`src/rtl/voice_allocator_pkg.sv`:
```
// Shared types for the voice allocator: packet layout, per-voice field widths and FSM states.
// The allocator drives these packets straight into the tone generators.
package voice_allocator_pkg;

   localparam int PACKET_SIZE = 24;
   localparam int TUNE_W      = 16;
   localparam int VOL_W       = 8;
   localparam int KEY_W       = 7;
   localparam int AGE_W       = 8;

   localparam logic [AGE_W-1:0] AGE_MAX = '1;

   typedef logic [PACKET_SIZE-1:0] packetType;

   typedef enum logic [1:0] {
      IDLE   = 2'd0,
      SCAN   = 2'd1,
      COMMIT = 2'd2
   } state_t;

   function automatic packetType make_packet(input logic [TUNE_W-1:0] tune,
                                             input logic [VOL_W-1:0]  vol);
      return {tune, vol};
   endfunction

endpackage

```
`src/rtl/voice_allocator_voice_slot.sv`:
```
// One tone-generator track: packet, key, active flag and saturating age.
// Load wins over release, which wins over ageing.
module voice_slot
   import voice_allocator_pkg::*;
(
   input  logic             clk,
   input  logic             reset,
   input  logic             load,
   input  logic             age_up,
   input  logic             release_note,
   input  packetType        load_packet,
   input  logic [KEY_W-1:0] load_key,
   output packetType        packet,
   output logic [KEY_W-1:0] key,
   output logic             active,
   output logic [AGE_W-1:0] age
);

   always_ff @(posedge clk) begin
      if (!reset) begin
         packet <= '0;
         key    <= '0;
         active <= 1'b0;
         age    <= '0;
      end else if (load) begin
         packet <= load_packet;
         key    <= load_key;
         active <= 1'b1;
         age    <= '0;
      end else if (release_note) begin
         // Tune word and key stay so the track can be inspected after release.
         packet[VOL_W-1:0] <= '0;
         active            <= 1'b0;
      end else if (age_up && active && (age != AGE_MAX)) begin
         age <= age + 1'b1;
      end
   end

endmodule

```
`src/rtl/voice_allocator.sv`:
```
// Note-event voice allocator: scans the voices one per cycle, then retriggers, allocates,
// steals the oldest voice or releases, updating all tracks in a single commit edge.
//
// state  | meaning
// IDLE   | evReady high, waiting for a note event
// SCAN   | examine voice scan_idx: key match, first free, oldest active
// COMMIT | apply the decision to the voice slots; stealPulse follows
module voice_allocator #(
   parameter int NUM_VOICES  = 4,
   parameter int PACKET_SIZE = 24
) (
   input  logic                              clk,
   input  logic                              reset,
   input  logic                              evValid,
   output logic                              evReady,
   input  logic                              evNoteOn,
   input  logic [6:0]                        evKey,
   input  logic [15:0]                       evTuneWord,
   input  logic [7:0]                        evVolume,
   output logic [NUM_VOICES*PACKET_SIZE-1:0] notePackets,
   output logic [NUM_VOICES-1:0]             voiceActive,
   output logic                              stealPulse
);
   import voice_allocator_pkg::*;

   localparam int IDX_W = (NUM_VOICES > 1) ? $clog2(NUM_VOICES) : 1;
   localparam logic [IDX_W-1:0] LAST_IDX = IDX_W'(NUM_VOICES - 1);

   state_t              state;
   logic [IDX_W-1:0]    scan_idx;

   logic                ev_on;
   logic [KEY_W-1:0]    ev_key;
   logic [TUNE_W-1:0]   ev_tune;
   logic [VOL_W-1:0]    ev_vol;

   logic                match_hit;
   logic [IDX_W-1:0]    match_idx;
   logic                free_hit;
   logic [IDX_W-1:0]    free_idx;
   logic                old_hit;
   logic [IDX_W-1:0]    old_idx;
   logic [AGE_W-1:0]    old_age;

   packetType           slot_packet [NUM_VOICES];
   logic [KEY_W-1:0]    slot_key    [NUM_VOICES];
   logic [AGE_W-1:0]    slot_age    [NUM_VOICES];
   logic [NUM_VOICES-1:0] slot_active;

   logic [NUM_VOICES-1:0] slot_load;
   logic [NUM_VOICES-1:0] slot_age_up;
   logic [NUM_VOICES-1:0] slot_rel;

   logic                cur_active;
   logic [KEY_W-1:0]    cur_key;
   logic [AGE_W-1:0]    cur_age;
   logic [IDX_W-1:0]    target;
   logic                do_steal;

   // Ready is held low through reset so nothing can be accepted on the reset edge.
   assign evReady = reset && (state == IDLE);

   assign cur_active = slot_active[scan_idx];
   assign cur_key    = slot_key[scan_idx];
   assign cur_age    = slot_age[scan_idx];

   assign do_steal = ev_on && !match_hit && !free_hit;

   always_comb begin
      target = old_idx;
      if (free_hit)  target = free_idx;
      if (match_hit) target = match_idx;
   end

   always_ff @(posedge clk) begin
      if (!reset) begin
         state      <= IDLE;
         scan_idx   <= '0;
         ev_on      <= 1'b0;
         ev_key     <= '0;
         ev_tune    <= '0;
         ev_vol     <= '0;
         match_hit  <= 1'b0;
         match_idx  <= '0;
         free_hit   <= 1'b0;
         free_idx   <= '0;
         old_hit    <= 1'b0;
         old_idx    <= '0;
         old_age    <= '0;
         stealPulse <= 1'b0;
      end else begin
         stealPulse <= 1'b0;
         case (state)
            IDLE: begin
               if (evValid) begin
                  // A zero-volume note-on is folded into a note-off here.
                  ev_on     <= evNoteOn && (evVolume != '0);
                  ev_key    <= evKey;
                  ev_tune   <= evTuneWord;
                  ev_vol    <= evVolume;
                  match_hit <= 1'b0;
                  free_hit  <= 1'b0;
                  old_hit   <= 1'b0;
                  match_idx <= '0;
                  free_idx  <= '0;
                  old_idx   <= '0;
                  old_age   <= '0;
                  scan_idx  <= '0;
                  state     <= SCAN;
               end
            end
            SCAN: begin
               if (cur_active && (cur_key == ev_key) && !match_hit) begin
                  match_hit <= 1'b1;
                  match_idx <= scan_idx;
               end
               if (!cur_active && !free_hit) begin
                  free_hit <= 1'b1;
                  free_idx <= scan_idx;
               end
               // Strictly greater keeps the lowest index on equal ages.
               if (cur_active && (!old_hit || (cur_age > old_age))) begin
                  old_hit <= 1'b1;
                  old_idx <= scan_idx;
                  old_age <= cur_age;
               end
               if (scan_idx == LAST_IDX) begin
                  state <= COMMIT;
               end else begin
                  scan_idx <= scan_idx + 1'b1;
               end
            end
            COMMIT: begin
               stealPulse <= do_steal;
               state      <= IDLE;
            end
            default: state <= IDLE;
         endcase
      end
   end

   always_comb begin
      slot_load   = '0;
      slot_age_up = '0;
      slot_rel    = '0;
      for (int i = 0; i < NUM_VOICES; i++) begin
         if ((state == COMMIT) && ev_on) begin
            if (target == IDX_W'(i)) slot_load[i]   = 1'b1;
            else                     slot_age_up[i] = 1'b1;
         end
         if ((state == COMMIT) && !ev_on && match_hit && (match_idx == IDX_W'(i))) begin
            slot_rel[i] = 1'b1;
         end
      end
   end

   for (genvar g = 0; g < NUM_VOICES; g++) begin : g_voice
      voice_slot u_slot (
         .clk          (clk),
         .reset        (reset),
         .load         (slot_load[g]),
         .age_up       (slot_age_up[g]),
         .release_note (slot_rel[g]),
         .load_packet  (make_packet(ev_tune, ev_vol)),
         .load_key     (ev_key),
         .packet       (slot_packet[g]),
         .key          (slot_key[g]),
         .active       (slot_active[g]),
         .age          (slot_age[g])
      );
      assign notePackets[PACKET_SIZE*g +: PACKET_SIZE] = slot_packet[g];
   end

   assign voiceActive = slot_active;

endmodule

```
`config.mk`:
```
export PLATFORM = sky130hd
export DESIGN_NAME = voice_allocator
export DESIGN_NICKNAME = d
export VERILOG_FILES = /design/src/rtl/voice_allocator_pkg.sv /design/src/rtl/voice_allocator_voice_slot.sv /design/src/rtl/voice_allocator.sv
export SDC_FILE = /design/constraint.sdc
export NUM_CORES = 1
export LEC_CHECK = 0
export ABC_AREA = 1
export BUFFER_PORTS_ARGS = -buffer_cell sky130_fd_sc_hd__buf_2
export CAP_MARGIN = 10
export CORE_AREA = 2 2 154 156
export CTS_CLUSTER_DIAMETER = 100
export DETAILED_ROUTE_END_ITERATION = 10
export DIE_AREA = 0 0 156 158
export PLACE_DENSITY = 0.6
export SYNTH_ARGS = -nofsm -noshare
export SYNTH_HDL_FRONTEND = slang
export SYNTH_SLANG_ARGS = --single-unit
```
`constraint.sdc`:
```
create_clock -name clk -period 6.24 [get_ports clk]
set_input_delay 0.624 -clock clk [delete_from_list [all_inputs] [get_ports clk]]
set_output_delay 0.624 -clock clk [all_outputs]
set_load 0.02 [all_outputs]
```
==> flow_metrics.tcl, run 1 <==
set metrics [dict create \
    gr-usage-all-layers 0.2093 \
    grt_overflow 0 \
    place_inst 1594 \
    power_density_nw_per_um2 296.8 \
    core-area_um2 23050 \
    syn_inst 1239 \
    initial_core_util 0.4012 \
    worst_slack_ns 2.919 \
    n_fill_cell 2311 \
    ir_drop_uv 164.7 \
    dp_slack_ns 3.005 \
    synth_fa_ha_area_frac 0.01759 \
    synth_warnings 0 \
    post_cts_resized 0 \
    clk_path_buf_depth 3 \
    syn_area_um2 9249 \
    io_pins 137 \
    drv_cap 0 \
    cts_made_buffers 24 \
    critPathLaunchType "flop" \
    cts_sinks 214 \
    required_ns 6.64 \
    drc 0 \
    rsz0062_at_grt "no" \
    post_cts_buffers 0 \
    path_cells "inv_1, o21ai_0, a21oi_1, a21oi_1, ha_1, a21oi_1, nand2_1, nand2_1, nand2_1, nand2_1, nand2_1, nand2_1, nand3b_1, nand2_1, nor2_1" \
    switching_power_w 0.0007711 \
    finalNetCount 1378 \
    synthMuxAreaShare 0 \
    grt_max_degree 96 \
    r2r_slack_ns 2.92 \
    crit_path_max_incr_delay_ns 0.72 \
    holdWs_ns 0.3510 \
    synth_cell_types 36 \
    avgSynthCellArea_um2 7.465 \
    clk_pin_slew_ns 0.06 \
    synth_nets 1287 \
    p_leak_nw 4.239 \
    ctsHoldBuffers 0 \
    die-area_um2 24650 \
    worstHoldPathType "input pin to flop" \
    end_kind "flop" \
    synth-simple-area-share 0.2468 \
    max-slew-margin-rel 0.2810 \
    clkPwrFrac 0.485 \
    synth.area.top_cells "dfxtp_1 46%, a21oi_1 11%, nand3_1 8.5%, nand2_1 8.1%, o21ai_0 4.8%" \
    switching_share 0.2396 \
    drv_slew 0 \
    synth.largest_area_cell "dfxtp_1" \
    grt_pass1_wl_mm 41.55 \
    power.internal_w 0.002447 \
    crit_arrival_ns 3.72 \
    cts_max_level 1 \
    max_freq_ghz 0.3011 \
    status "finished, final reports clean" \
    layout-drive-gt1-share 0.1625 \
    synth_compound_area_frac 0.1688 \
    finClkSkew_ns 0.01397 \
    slowest_stage "dfxtp_1" \
    synthXorXnorAreaFrac 0.01610 \
    antenna_found_initial 1 \
    firstDrtPassIters 5 \
    comb_power_share 0.071 \
    clkLatencyLatePin_ns 0.52 \
    tns_ns 0 \
    layout_min_cycle_time_ns 3.321 \
    root_buffer "clkbuf_16" \
    hold_viol 0 \
    setup_viol 0 \
    syn_to_final_growth_pct 17.21 \
    seq_area_frac_synth 0.4632 \
    dp_hpwl_mm 16.99 \
    ys_seq_elements 214 \
    seqPwrFrac 0.444 \
    die_w_um 156 \
    numPortBuffers 136 \
    cpMostUsedCell "nand2_1" \
    synth_top_family_by_area "simple AND/OR/NAND/NOR gates" \
    cts_tree "built" \
    finalWirelength_mm 26.57 \
    vias 8586 \
    drtAntennaViolNets 0 \
    fin_cells 1639 \
    drt_iter0_markers 608 \
    crit_type "flop to flop" \
    avgViaCountPerCell 5.239 \
    worstMarginPinSlew_ns 1.079 \
    wl_per_cell_um 16.21 \
    grt_pass1_vias 7581 \
    fp.dieH_um 158 \
    rows 56 \
    finalCritPeriodShare 0.5322 \
    cp_max_fo 22 \
    place_congestion 0.7961 \
    netlist.area_leader.share 0.4632 \
]
==> through the flow <==
stage                       util  total power, W  instance area, um2
after floorplan                -        0.001616                9249
after global placement    0.4317        0.001681                9951
after detailed placement  0.4317        0.001683                9951
after CTS                 0.4701        0.003240               10840
after global routing      0.4703        0.003331               10840
final                     0.4703        0.003218               10840
==> layout make-up <==
cell class	instances	area (um2)	share of cell area
Antenna cell	1	2.502	0.0002308
Clock buffer	34	698.2	0.06440
Timing Repair Buffer	147	763.2	0.07041
Clock inverter	10	188.9	0.01743
Multi-Input combinational cell	841	4158	0.3835
Inverter	102	382.9	0.03532
Tap cell	290	362.8	0.03347
Sequential cell	214	4284	0.3952
==> placed cells by master, fill, tap and decap left out, types with 13 or more instances in the layout <==
cell and count:
a21oi_1 195, inv_1 92, nand4_1 23, nor2_1 90
ha_1 13, nand2_1 199, buf_2 136, nand3_1 158
dfxtp_1 214, o21ai_0 89, clkbuf_16 24
==> sequential cells by signal, summed over array words and instances, names as in the netlist, 4 cells and up <==
name                   cells
g_voice.u_slot.packet     96
g_voice.u_slot.age        32
g_voice.u_slot.key        28
ev_tune                   16
ev_vol                     8
old_age                    8
ev_key                     7
g_voice.u_slot.active      4
==> critical path, delay by kind of cell (launching register included) <==
family | cells | cell delay (ns)
adders and majority gates | 1 | 0.28
DFF | 1 | 0.72
buffers and inverters | 1 | 0.53
AOI/OAI and AO/OA | 4 | 0.65
and+or+nand+nor | 9 | 1.02
==> kinds of logic after synthesis <==
group	after synthesis
flops	214
fa+ha+maj	13
compound gates	306
xor+xnor	17
simple gates	505
buf+inv	184
==> metal layers <==
layer	global-route usage	vias to the layer above	wire, um
met4	0.05068	0	446
met2	0.3148	237	11570
li1	-	4335	-
met1	0.3092	3983	12860
met5	0	-	0
met3	0.03832	31	1690
==> power by group through the flow <==
| stage | logic [W] | registers (W) | clock network (W) |
|---|---|---|---|
| global placement | 0.000222 | 0.00146 | 0 |
| detailed placement | 0.000225 | 0.00146 | 0 |
| CTS | 0.000226 | 0.00143 | 0.00159 |
| global route | 0.000259 | 0.00143 | 0.00164 |
| floorplan | 0.000173 | 0.00144 | 0 |
| finish | 0.000227 | 0.00143 | 0.00156 |
==> final timing paths <==
kind                                                  start                          end  depth (start not counted)
worst min register to register  g_voice[0].u_slot.packet[9]  g_voice[0].u_slot.packet[9]                          2
worst min-delay path                          evTuneWord[4]                   ev_tune[4]                          3
worst max register to register                  scan_idx[1]                   old_idx[1]                         15
worst max-delay path                            scan_idx[1]                   old_idx[1]                         15
==> cells in the mapped netlist, drive strengths merged <==
cell / count
o21a: 2
xnor2: 5
clkinv: 1
o21bai: 1
a211oi: 1
nand3b: 3
inv: 101
nand3: 163
nand4: 23
or2: 1
a21oi: 195
ha: 13
nor2: 97
o22ai: 3
dfxtp: 214
a32oi: 1
clkbuf: 37
nor3: 7
a31oi: 1
nand2: 204
nor4: 5
buf: 45
xor2: 12
nor3b: 2
o21ai: 102
Note: power is estimated with default switching activity, not from simulation.
==> run 2: changes to the inputs <==
--- a/config.mk
+++ b/config.mk
@@ -5,13 +5,13 @@
 export SDC_FILE = /design/constraint.sdc
 export NUM_CORES = 1
 export LEC_CHECK = 0
-export ABC_AREA = 1
+export ABC_AREA = 0
 export BUFFER_PORTS_ARGS = -buffer_cell sky130_fd_sc_hd__buf_2
 export CAP_MARGIN = 10
-export CORE_AREA = 2 2 154 156
+export CORE_AREA = 2 2 150 152
 export CTS_CLUSTER_DIAMETER = 100
 export DETAILED_ROUTE_END_ITERATION = 10
-export DIE_AREA = 0 0 156 158
+export DIE_AREA = 0 0 152 154
 export PLACE_DENSITY = 0.6
 export SYNTH_ARGS = -nofsm -noshare
 export SYNTH_HDL_FRONTEND = slang
==> constraint.sdc (replaced) <==
create_clock -name clk -period 3.1 [get_ports clk]
set_input_delay 0.31 -clock clk [delete_from_list [all_inputs] [get_ports clk]]
set_output_delay 0.31 -clock clk [all_outputs]
set_load 0.02 [all_outputs]
==> flow_metrics.tcl, run 2 <==
set metrics [dict create \
    cpMostUsedCell "buf_4" \
    crit_buf_inv 3 \
    r2r_end "old_age[2]" \
    avgSynthCellArea_um2 8.284 \
    vias 7878 \
    synth_top_family_by_area "simple AND/OR/NAND/NOR gates" \
    synth_cell_types 49 \
    layout-drive-gt1-share 0.1894 \
    synth-edff-count 0 \
    syn_to_final_growth_pct 21.76 \
    firstDrtPassIters 5 \
    critPathLaunchType "flop" \
    synth.area.top_cells "dfxtp_1 49%, nand2_1 14%, a21oi_1 11%, nand3_1 4.0%, mux4_2 3.3%" \
    tns_ns 0 \
    min_path_cells 3 \
    grt_max_degree 167 \
    worstReg2RegStart "scan_idx[0]" \
    finalCritPeriodShare 0.8688 \
    r2r_cells 10 \
    synth-simple-area-share 0.2281 \
    drv_cap 0 \
    cts_sinks 214 \
    crit_family "multiplexers" \
    synth_warnings 0 \
    syn_inst 1062 \
    layout_common_cells "321 x nand2_1, 214 x dfxtp_1, 196 x a21oi_1" \
    async_flop_share 0 \
    diodes 0 \
    synth_fa_ha_area_frac 0.01849 \
    finClkSkew_ns 0.01517 \
    ys_seq_elements 214 \
    end_kind "flop" \
    crit_type "flop to flop" \
    largest_register_ffs 96 \
    place_congestion 0.8399 \
    fp.dieH_um 154 \
    rsz0062_at_grt "no" \
    grt_pass1_wl_mm 40.22 \
    crit_arrival_ns 3.15 \
    synth.most_common_cell "nand2_1" \
    clkLatencyLatePin_ns 0.54 \
    cts_tree "built" \
    r2r_slack_ns 0.41 \
    avgViaCountPerCell 5.291 \
    path_cells "buf_4, mux4_2, inv_1, ha_1, nand4_1, nor2_1, a21oi_1, o31a_1, buf_4, mux2i_1" \
    synth_compound_area_frac 0.1543 \
    cts_max_level 1 \
    ir_drop_uv 389.2 \
    initial_core_util 0.4056 \
    antenna_found_initial 0 \
    drc 0 \
    grt_pass1_vias 7555 \
    finalWirelength_mm 24.67 \
    hp-start "evTuneWord[12]" \
    worstMarginPinSlew_ns 0.9641 \
    drtAntennaViolNets 0 \
    dp_hpwl_mm 15.92 \
    p_leak_nw 3.982 \
    synthTopCellsByCount "322 x nand2_1, 214 x dfxtp_1, 196 x a21oi_1" \
    max_freq_ghz 0.3713 \
    drt_iter0_markers 433 \
    clk_pin_slew_ns 0.06 \
    root_buffer "clkbuf_16" \
    grt_overflow 0 \
    status "finished, final reports clean" \
    finalNetCount 1238 \
    reg_top3 "g_voice.u_slot.packet x96, g_voice.u_slot.age x32, g_voice.u_slot.key x28" \
    drv_slew 0 \
    netlist.area_leader.share 0.4870 \
    required_ns 3.56 \
    utilization 0.4939 \
    setup_viol 0 \
    die-area_um2 23410 \
    worstHoldPathType "input pin to flop" \
    numPortBuffers 136 \
    max-slew-margin-rel 0.3566 \
    cp_max_fo 14 \
    core-area_um2 21690 \
    hold_end "ev_tune[12]" \
    synthMuxAreaShare 0.06002 \
    syn_area_um2 8797 \
    seq_area_frac_synth 0.4870 \
    cts_made_buffers 25 \
    io_pins 137 \
    clk_path_buf_depth 3 \
    synth_ff_type "dfxtp_1" \
    gr-usage-all-layers 0.2072 \
    die_w_um 152 \
    synth_nets 1110 \
    synthXorXnorAreaFrac 0.01095 \
    hold_viol 0 \
    layout_min_cycle_time_ns 2.693 \
    top_register "g_voice.u_slot.packet" \
    rows 54 \
    final_common_cell "nand2_1" \
    synth.largest_area_cell "dfxtp_1" \
    power_density_nw_per_um2 557.5 \
    wl_per_cell_um 16.57 \
    crit_path_max_incr_delay_ns 0.59 \
    slowest_stage "dfxtp_1" \
]
## run 2: metal layers
metal  track usage  part of all wire  vias up
li1              -                 -     3908
met1        0.2648              0.44     3724
met2        0.3421              0.46      210
met3       0.06229             0.079       36
met4       0.05563             0.020        0
met5             0                 0        -
## run 2: logic make-up after synthesis
group           count (synthesis)
fa+ha+maj                      13
buf+inv                        86
mux                            31
simple gates                  462
xor+xnor                       11
compound gates                245
flops                         214
## run 2: repair_timing
item / CTS / global route
hold endpoints to repair: 16 / 0
gates resized for setup: 0 / 0
setup endpoints to repair: 0 / 0
hold buffers: 16 / 0
setup buffers: 0 / 0
## run 2: layout make-up
type	count	area, um2
fillers	2113	10980
flip-flops and latches	214	4284
multi-input cells	762	4169
repair buffers	174	1031
clock buffers	34	719.4
well taps	280	350.3
clock inverters	12	106.4
inverters	13	51.30
## run 2: how the worst max path moves through the flow
stage	from	endpoint	slack, ns	cells after the start
4_1_cts	scan_idx[0]	old_age[1]	0.37	10
3_5_place_dp	scan_idx[0]	old_age[1]	0.37	10
5_1_grt	scan_idx[0]	old_age[2]	0.18	10
3_3_place_gp	scan_idx[0]	old_hit	0.42	10
6_report	scan_idx[0]	old_age[2]	0.41	10
2_1_floorplan	scan_idx[0]	old_hit	0.34	10
## run 2: worst min-delay path, cell delays in order
cell and delay (ns):
buf_2 0.10, nand2_1 0.05, a21oi_1 0.05
## run 2: stage by stage
step / total power, W / cells / hold WS [ns] / setup WS [ns] / area, um2
floorplan: 0.003004 / 1062 / 0.4315 / 0.3405 / 8797
detailed placement: 0.003084 / 1427 / 0.4451 / 0.3715 / 9726
global placement: 0.003084 / 1427 / 0.4377 / 0.4204 / 9726
finish: 0.005971 / 1489 / 0.01853 / 0.4069 / 10710
CTS: 0.006023 / 1489 / 0.0003256 / 0.3720 / 10710
global route: 0.006161 / 1489 / 0.02077 / 0.1793 / 10710
## run 2: report_power, final
group	internal, W	switching (W)	total, W
Sequential	0.00278	0.0000477	0.00283
Clock	0.00172	0.00121	0.00293
Combinational	0.0000774	0.000134	0.000212
Total	0.00458	0.00140	0.00597
